## src/rtl/quad_pkg.sv

```systemverilog
// Shared types and the x4 quadrature transition decoder for the angle tracker.
package quad_pkg;

  typedef logic [1:0] quad_state_t;

  typedef enum logic [1:0] {DIR_NONE, DIR_CW, DIR_CCW, DIR_ILLEGAL} quad_dir_e;

  // State is {hall_1, hall_2}; clockwise order is 00 -> 10 -> 11 -> 01 -> 00.
  function automatic quad_dir_e quad_decode(quad_state_t prev, quad_state_t curr);
    quad_dir_e d;
    if (prev == curr)
      d = DIR_NONE;
    else if ((prev ^ curr) == 2'b11)
      d = DIR_ILLEGAL;
    else begin
      case ({prev, curr})
        4'b00_10, 4'b10_11, 4'b11_01, 4'b01_00: d = DIR_CW;
        default:                                d = DIR_CCW;
      endcase
    end
    return d;
  endfunction

endpackage

```

## src/rtl/quad_input_filter.sv

```systemverilog
// Two-flop synchroniser followed by a debounce filter that accepts a new level
// only after FILTER_LEN consecutive cycles of disagreement.
module quad_input_filter
  import quad_pkg::*;
#(
  parameter int FILTER_LEN = 4
) (
  input  logic clk,
  input  logic reset,
  input  logic pin,
  output logic level
);

  if (FILTER_LEN < 1 || FILTER_LEN > 255) begin : g_len_check
    $error("quad_input_filter: FILTER_LEN must be 1..255");
  end

  logic [1:0] sync;
  logic [7:0] cnt;

  always_ff @(posedge clk) begin
    if (reset) begin
      sync  <= '0;
      cnt   <= '0;
      level <= 1'b0;
    end else begin
      sync <= {sync[0], pin};
      if (sync[1] != level) begin
        if (cnt == 8'(FILTER_LEN - 1)) begin
          level <= sync[1];
          cnt   <= '0;
        end else begin
          cnt <= cnt + 8'd1;
        end
      end else begin
        cnt <= '0;  // any bounce back to the held level restarts the count
      end
    end
  end

endmodule

```

## src/rtl/quad_angle_tracker.sv

```systemverilog
// x4 quadrature decoder producing a modulo-COUNTS_PER_REV shaft angle with
// direction, step, motion and sticky illegal-transition reporting.
module quad_angle_tracker
  import quad_pkg::*;
#(
  parameter int WIDTH          = 12,
  parameter int COUNTS_PER_REV = 4096,
  parameter int FILTER_LEN     = 4,
  parameter int STALL_CYCLES   = 1_000_000
) (
  input  logic             clk,
  input  logic             reset,
  input  logic             hall_1,
  input  logic             hall_2,
  input  logic             zero,
  input  logic             preset_valid,
  input  logic [WIDTH-1:0] preset_value,
  input  logic             clear_error,
  output logic [WIDTH-1:0] angle,
  output logic             clockwise,
  output logic             step,
  output logic             moving,
  output logic             error
);

  if (COUNTS_PER_REV < 4 || COUNTS_PER_REV > (2 ** WIDTH)) begin : g_cpr_check
    $error("quad_angle_tracker: COUNTS_PER_REV must be 4..2**WIDTH");
  end

  localparam logic [WIDTH:0] CPR    = (WIDTH + 1)'(COUNTS_PER_REV);
  localparam logic [WIDTH:0] CPR_M1 = CPR - 1'b1;
  localparam int             SW     = $clog2(STALL_CYCLES + 1);
  localparam logic [SW-1:0]  STALL  = SW'(STALL_CYCLES);
  localparam logic [8:0]     WARM   = 9'(FILTER_LEN + 2);

  quad_state_t filt, prev;
  quad_dir_e   dir;
  logic        primed;
  logic [8:0]  warm;
  logic [SW-1:0] stall;
  logic [WIDTH:0] inc, dec, pre;

  quad_input_filter #(.FILTER_LEN(FILTER_LEN)) u_filt_a (
    .clk(clk), .reset(reset), .pin(hall_1), .level(filt[1])
  );
  quad_input_filter #(.FILTER_LEN(FILTER_LEN)) u_filt_b (
    .clk(clk), .reset(reset), .pin(hall_2), .level(filt[0])
  );

  assign dir = primed ? quad_decode(prev, filt) : DIR_NONE;

  // Wrap handled by explicit compare in WIDTH+1 bits so COUNTS_PER_REV == 2**WIDTH works.
  assign inc = ({1'b0, angle} + 1'b1 == CPR) ? '0 : {1'b0, angle} + 1'b1;
  assign dec = (angle == '0) ? CPR_M1 : {1'b0, angle} - 1'b1;
  assign pre = ({1'b0, preset_value} >= CPR) ? CPR_M1 : {1'b0, preset_value};

  assign moving = (stall < STALL);

  always_ff @(posedge clk) begin
    if (reset) begin
      angle     <= '0;
      clockwise <= 1'b1;
      step      <= 1'b0;
      error     <= 1'b0;
      primed    <= 1'b0;
      warm      <= '0;
      prev      <= '0;
      stall     <= STALL;
    end else begin
      step <= 1'b0;
      // Prime only once the synchroniser and filter have flushed, so the pin
      // level present at reset release becomes the reference, not a step.
      if (!primed) begin
        if (warm == WARM) begin
          primed <= 1'b1;
          prev   <= filt;
        end else begin
          warm <= warm + 9'd1;
        end
      end else begin
        prev <= filt;
      end

      if (stall != STALL) stall <= stall + 1'b1;

      if (zero) begin
        angle <= '0;
      end else if (preset_valid) begin
        angle <= pre[WIDTH-1:0];
      end else if (dir == DIR_CW || dir == DIR_CCW) begin
        angle     <= (dir == DIR_CW) ? inc[WIDTH-1:0] : dec[WIDTH-1:0];
        clockwise <= (dir == DIR_CW);
        step      <= 1'b1;
        stall     <= '0;
      end

      if (dir == DIR_ILLEGAL) error <= 1'b1;
      else if (clear_error)   error <= 1'b0;
    end
  end

endmodule

```

## config.mk

```make
export PLATFORM = sky130hd
export DESIGN_NAME = quad_angle_tracker
export DESIGN_NICKNAME = d
export VERILOG_FILES = /design/src/rtl/quad_pkg.sv /design/src/rtl/quad_input_filter.sv /design/src/rtl/quad_angle_tracker.sv
export SDC_FILE = /design/constraint.sdc
export NUM_CORES = 1
export LEC_CHECK = 0
export ABC_CLOCK_PERIOD_IN_PS = 3900
export BUFFER_PORTS_ARGS = -buffer_cell sky130_fd_sc_hd__buf_2
export CAP_MARGIN = 10
export CORE_MARGIN = 2
export CORE_UTILIZATION = 45
export CTS_BUF_LIST = sky130_fd_sc_hd__clkbuf_2
export CTS_CLUSTER_SIZE = 20
export DETAILED_ROUTE_END_ITERATION = 12
export GPL_ROUTABILITY_DRIVEN = 0
export PLACE_DENSITY = 0.65
export SLEW_MARGIN = 20
export SYNTH_ARGS = -nofsm -noshare
export SYNTH_HDL_FRONTEND = slang
export SYNTH_SLANG_ARGS = --single-unit
```

## constraint.sdc

```tcl
create_clock -name clk -period 3.9 [get_ports clk]
set_input_delay 0.195 -clock clk [delete_from_list [all_inputs] [get_ports clk]]
set_output_delay 0.195 -clock clk [all_outputs]
set_load 0.05 [all_outputs]
```

**Word-level counts from Yosys, hierarchy flattened**

Cells that the tools add are included.

- Bitwise gates (word level): 7
- Equal/unequal tests: 16
- Order comparisons: 1
- Reductions and logical operators: 14
- Mux-type cells: 20
- Add/sub/neg operators: 6

Operators with widths:

| operator | number |
|---|---|
| $mux 20 | 4 |
| $mux 12 | 5 |
| $add 20x1->20 const B | 1 |
| $lt 20x20->1 const B | 1 |
| $ne 20x20->1 const B | 1 |
| $add 8x1->8 const B | 2 |
| $eq 8x2->1 const B | 2 |
| $add 12x1->13 const B | 1 |
| $eq 13x13->1 const B | 1 |
| $logic_not 12->1 | 1 |
| $mux 2 | 6 |
| $sub 12x1->12 const B | 1 |
| $add 9x1->9 const B | 1 |
| $eq 9x3->1 const B | 1 |
| $reduce_or 3->1 | 3 |
| $eq 4x4->1 const B | 2 |
| $eq 2x2->1 const B | 3 |
| $not 1->1 | 6 |
| $reduce_and 2->1 | 3 |
| $reduce_bool 2->1 | 3 |
| $mux 1 | 5 |
| $eq 4x2->1 const B | 1 |
| $eq 4x3->1 const B | 1 |
| $reduce_or 4->1 | 1 |
| other kinds (7) | 8 |

- Output and inout port bits: 16
- Logic and storage cells: 78
- Input bits: 19
- Register bits after elaboration: 69

**Depth between registers and ports, before layout**

- Word-level depth: 11
- Gate-level depth with buffers: 12
- Mapped depth without buffers: 10

**Cells and area by module**

Synthesis repeated with hierarchy kept, for this count alone.

- Cell total of the unflattened synthesis: 430
- Area, all modules: 3,634.7 sq um

By module, submodules not included:

| module | area each (sq um) | sequential area each (sq um) | times used | cells each |
|---|---|---|---|---|
| quad_angle_tracker | 2,761.4 | 940.9 | 1 | 336 |
| quad_input_filter | 436.7 | 220.2 | 2 | 47 |

**Worst setup path after synthesis**

Ideal clock, no wire load.

- Kind: reg2reg
- From: register u_filt_a.level
- To: register stall[10]
- Setup time: 0.128 ns
- Path buffers: 3
- Period minus slack after synthesis: 2.564 ns
- Arrival: 2.437 ns
- Stages on the path, launching flop included: 10
- Setup slack: 1.336 ns
- Path through: dfxtp_1 > clkbuf_1 > nor2b_1 > or3b_2 > o211ai_1 > ha_1 > clkbuf_1 > o31ai_1 > clkbuf_1 > nor2_1

- Cells in the longest elaborated chain, start to end: 11
- Elaborated cells between the ends (all ways): 18

Ends and longest elaborated chain:

| what | RTL line | source |
|---|---|---|
| start, declared | quad_input_filter.sv:11 | `output logic level` |
| start signal, assigned | quad_input_filter.sv:30 | `level <= sync[1];` |
| $eq 4x2->1 (tied with other cells) | quad_pkg.sv:16 | `case ({prev, curr})` |
| $reduce_or 4->1 | quad_pkg.sv:16 |  |
| $mux 2 | quad_pkg.sv:16 |  |
| $mux 2 | quad_pkg.sv:13 | `else if ((prev ^ curr) == 2'b11)` |
| $mux 2 * | quad_pkg.sv:11 | `if (prev == curr)` |
| $mux 2 * | quad_angle_tracker.sv:50 | `assign dir = primed ? quad_decode(prev, filt) : DIR_NONE;` |
| $eq 2x1->1 or $eq 2x2->1 (tied branches) | quad_angle_tracker.sv:90 | `end else if (dir == DIR_CW \|\| dir == DIR_CCW) begin` |
| $logic_or 1x1->1 * | quad_angle_tracker.sv:90 |  |
| $mux 20 * | quad_angle_tracker.sv:90 |  |
| $mux 20 * | quad_angle_tracker.sv:88 | `end else if (preset_valid) begin` |
| $mux 20 * | quad_angle_tracker.sv:86 | `if (zero) begin` |
| end signal, assigned | quad_angle_tracker.sv:84 | `if (stall != STALL) stall <= stall + 1'b1;` |
| end, declared | quad_angle_tracker.sv:40 | `logic [SW-1:0] stall;` |

Every way passes the cells marked *; elsewhere a longest branch is shown, timed or not.
A chain may end at the register's enable or synchronous reset.

**Worst setup path in the final report**

- From: register u_filt_a.level
- To: register angle[8]

- Cells in the longest elaborated chain, start to end: 10
- Elaborated cells between the ends (all ways): 19

Ends and longest elaborated chain:

| what | RTL line | source |
|---|---|---|
| $eq 4x2->1 (tied with other cells) | quad_pkg.sv:16 |  |
| $reduce_or 4->1 | quad_pkg.sv:16 |  |
| $mux 2 | quad_pkg.sv:16 |  |
| $mux 2 | quad_pkg.sv:13 |  |
| $mux 2 * | quad_pkg.sv:11 |  |
| $mux 2 * | quad_angle_tracker.sv:50 |  |
| $eq 2x1->1 | quad_angle_tracker.sv:90, quad_angle_tracker.sv:91 |  |
| $mux 12 | quad_angle_tracker.sv:91 | `angle <= (dir == DIR_CW) ? inc[WIDTH-1:0] : dec[WIDTH-1:0];` |
| $mux 12 | quad_angle_tracker.sv:90 |  |
| $mux 12 | quad_angle_tracker.sv:88 |  |
| end signal, assigned | quad_angle_tracker.sv:89 | `angle <= pre[WIDTH-1:0];` |
| end signal, assigned | quad_angle_tracker.sv:91 |  |
| end, declared | quad_angle_tracker.sv:19 | `output logic [WIDTH-1:0] angle,` |

Every way passes the cells marked *; elsewhere a longest branch is shown, timed or not. The select of a mux whose other input is x is not followed.

==> metrics.md <==
| Metric | Value |
|---|---|
| Final setup vio count | 0 |
| CTS tree | yes |
| # H-tree levels | 3 |
| Reg2reg setup slack | 1000 ps |
| Max Clock Skew | around 30 ps |
| Final net count | 517 |
| Synth-to-Final Area Change | 11.46% |
| Highest Clock Rate | 344.7 MHz |
| Tcrit/Tclk final | 74.39% |
| IO Count | 35 |
| Clk_lat worst skew | 490 ps |
| Post-route ant nets | 0 |
| Cell taking the most area after synthesis | dfxtp_1 |
| DRC violations left | 0 |
| Max_slew headroom | slightly above 50% |
| Async S/R FF share, synth | 0% |
| Port Buffers | 34 |
| RSZ-0062 raised after global routing | false |
| Iter 0 DRT Violations | 158 |
| Vias per inst | 5.523 |
| Most numerous cell in the Yosys netlist | dfxtp_1 |
| Leak | roughly 0.0017 µW |
| Path depth of the worst reg2reg path | 9 |
| Crit Path Max Fanout | 21 |
| Die height | approximately 95 µm |
| Initial core utilization | 45.90% |
| CTS buffer count | 9 |
| Site row count | 33 |
| Total of warnings raised by yosys | 0 |
| Setup TNS Final | 0 ps |
| Post-CTS Resized | 0 |
| Global route total overflow | 0 |
| Worst Setup End Kind | flop |
| Main flop type after synthesis | dfxtp_1 |
| Via count | 3,286 |
| Mapped cell area | ~3700 µm² |
| WP data required | roughly 4300 ps |
| Post-synthesis cell type count | 60 |
| Syn Area/Cell | roughly 8.2 µm² |
| Worst Hold Path EP | angle[11]$_SDFFE_PP0P_ |
| Core area | 8134 µm² |
| Critical R2R Launch | u_filt_a.level$_SDFFE_PP0P_ |
| Hold crit path type | in -> reg |
| Arr. time, crit path | 3250 ps |
| Initial antenna violation count | 0 |
| Diode count | 0 |
| CP Launch Type | flop |
| Least-Margin Pin Slew | 743.2 ps |
| Status | finished, final reports clean |
| VDD IR max | 0.1413 mV |
| EDFF count, synth | 0 |
| Die area | 9041 µm² |
| Slew Viols, Final | 0 |
| Max-cap viol count | 0 |
| Largest net degree at the start of global routing | 26 |
| Mapped Nets | 484 |
| Worst reg2reg endpoint | angle[8]$_SDFFE_PP0P_ |
| Top-area cell type share of the netlist area | 37.00% |
| Worst-path clk slew | roughly 200 ps |
| Share of layout cells above drive strength 1 | 13.06% |
| PD cells | approximately 330 nW/µm² |
| CP Launch Point | u_filt_a.level$_SDFFE_PP0P_ |
| Final hold vios | 0 |
| Sequential element share of the synthesized area | between 30 and 40% |
| Slack of the critical path | 998.7 ps |
| First-pass GRT wire length | roughly 14 mm |
| WHS Path Cells | 4 |
| Global Route Usage Sum | 18.74% |
| Dpl hpwl | 5.581 mm |
| Setup CP Type | reg -> reg |
| Wirelength per Cell | 13.67 µm |
| Worst Hold Launch | preset_value[11] |
| FF+latch count, synth | 69 |
| Synth top cells by count | 69 x dfxtp_1, 63 x nor2_1, 32 x nand3_1 |
| Synth area leaders | dfxtp_1 37%, xor2_1 6.8%, nor2_1 6.3% |
| Post-CTS Setup Inserts | 0 |
| Detailed Routing Iterations Pass 1 | 4 |
| Crit path time final | 2901 ps |
| Vias in the first global route | 2,961 |
| Setup slack at placement | 1067 ps |
| Root Buffer | clkbuf_2 |
| Clock sinks | 69 |
| Die X | 95.09 µm |
| CTS Buffer Depth | 2 |
| Cell count after synthesis | 453 |
| DRT Wirelength | 8.134 mm |
## cell usage in the layout (no fill, tap or decap), drive strengths merged, types with 4 or more instances in the layout
master and instances:
dfxtp 69, nor2 64, buf 35, nand3 32, a21oi 30, xor2 29, nand2 28, inv 16
and3 15, xnor2 15, ha 12, nor3 11, o21ai 10, clkbuf 10, dlygate4sd3 10, nand4 10
nor2b 7, nor4 7, a211oi 6, a31oi 6, mux2i 5, nor4b 4, and4 4, o21a 4
## cell families after synthesis
kind of cell / count (synthesis) / share of synthesized area, %
flip-flops: 69 / 37.00
XOR/XNOR: 44 / 10.32
AND/OR/NAND/NOR: 202 / 28.32
multiplexers: 6 / 1.642
adder cells (fa/ha/maj): 12 / 4.021
AO/OA/AOI/OAI: 80 / 14.11
buffers and inverters: 40 / 4.591
## worst max-delay path, cell delays in order, from the launching register on
cell and delay, ps:
dfxtp_1 430, nor2b_1 170, or3b_2 450, o211ai_1 130
ha_1 680, nand3_1 250, o41ai_1 280, o211ai_1 130
o311ai_0 110, a31oi_1 120
## registers in the layout, indices dropped and copies added, names as in the netlist, 2 cells and up
register       count
stall             20
angle             12
u_filt_b.cnt       8
u_filt_b.sync      2
u_filt_a.sync      2
u_filt_a.cnt       8
prev               2
warm               9
## how the worst max path moves through the flow
| stage | endpoint | cells past startpoint |
|---|---|---|
| 6_report | angle[8]$_SDFFE_PP0P_ | 9 |
| 4_1_cts | angle[8]$_SDFFE_PP0P_ | 9 |
| 2_1_floorplan | stall[10]$_SDFF_PP0_ | 9 |
| 5_1_grt | angle[3]$_SDFFE_PP0P_ | 8 |
| 3_5_place_dp | angle[8]$_SDFFE_PP0P_ | 9 |
| 3_3_place_gp | angle[3]$_SDFFE_PP0P_ | 8 |
## routing by layer
metal | track usage, % | vias up | wire length, µm
met3 | 3.953 | 4 | 399
li1 | - | 1666 | -
met5 | 0 | - | 0
met2 | 31.04 | 81 | 3913
met1 | 23.89 | 1535 | 3765
met4 | 7.126 | 0 | 55
## per-stage QoR
stage                     hold WS [ps]  power (µW)  std cells  utilization [%]  instance area, µm²
after detailed placement         409.6       901.4        570            48.38                3935
final                            62.06        1353        595            51.16                4161
after CTS                        13.61        1374        595            51.16                4161
after global placement           409.4       898.3        570            48.38                3935
after global routing             40.58        1423        595            51.16                4161
after floorplan                  323.2       862.7        453                -                3734
## where the power goes
group	leakage, µW	switching, µW	internal, µW
Sequential	0.000559	22.3	720
Clock	0.0000754	248	208
Combinational	0.00102	92.0	62.5
## timing repair
item	in CTS	in global routing
endpoints found under the hold margin	10	0
hold buffers	10	0
endpoints found under the setup margin	0	0
## area by class of cell
class | count | area [µm²]
inverters | 17 | 63.81
fillers | 787 | 3973
flip-flops and latches | 69 | 1381
well taps | 105 | 131.4
clock inverters | 5 | 76.32
multi-input cells | 344 | 2181
repair buffers | 45 | 277.8
clock buffers | 10 | 50.05
Power figures use the tool's default switching activity.
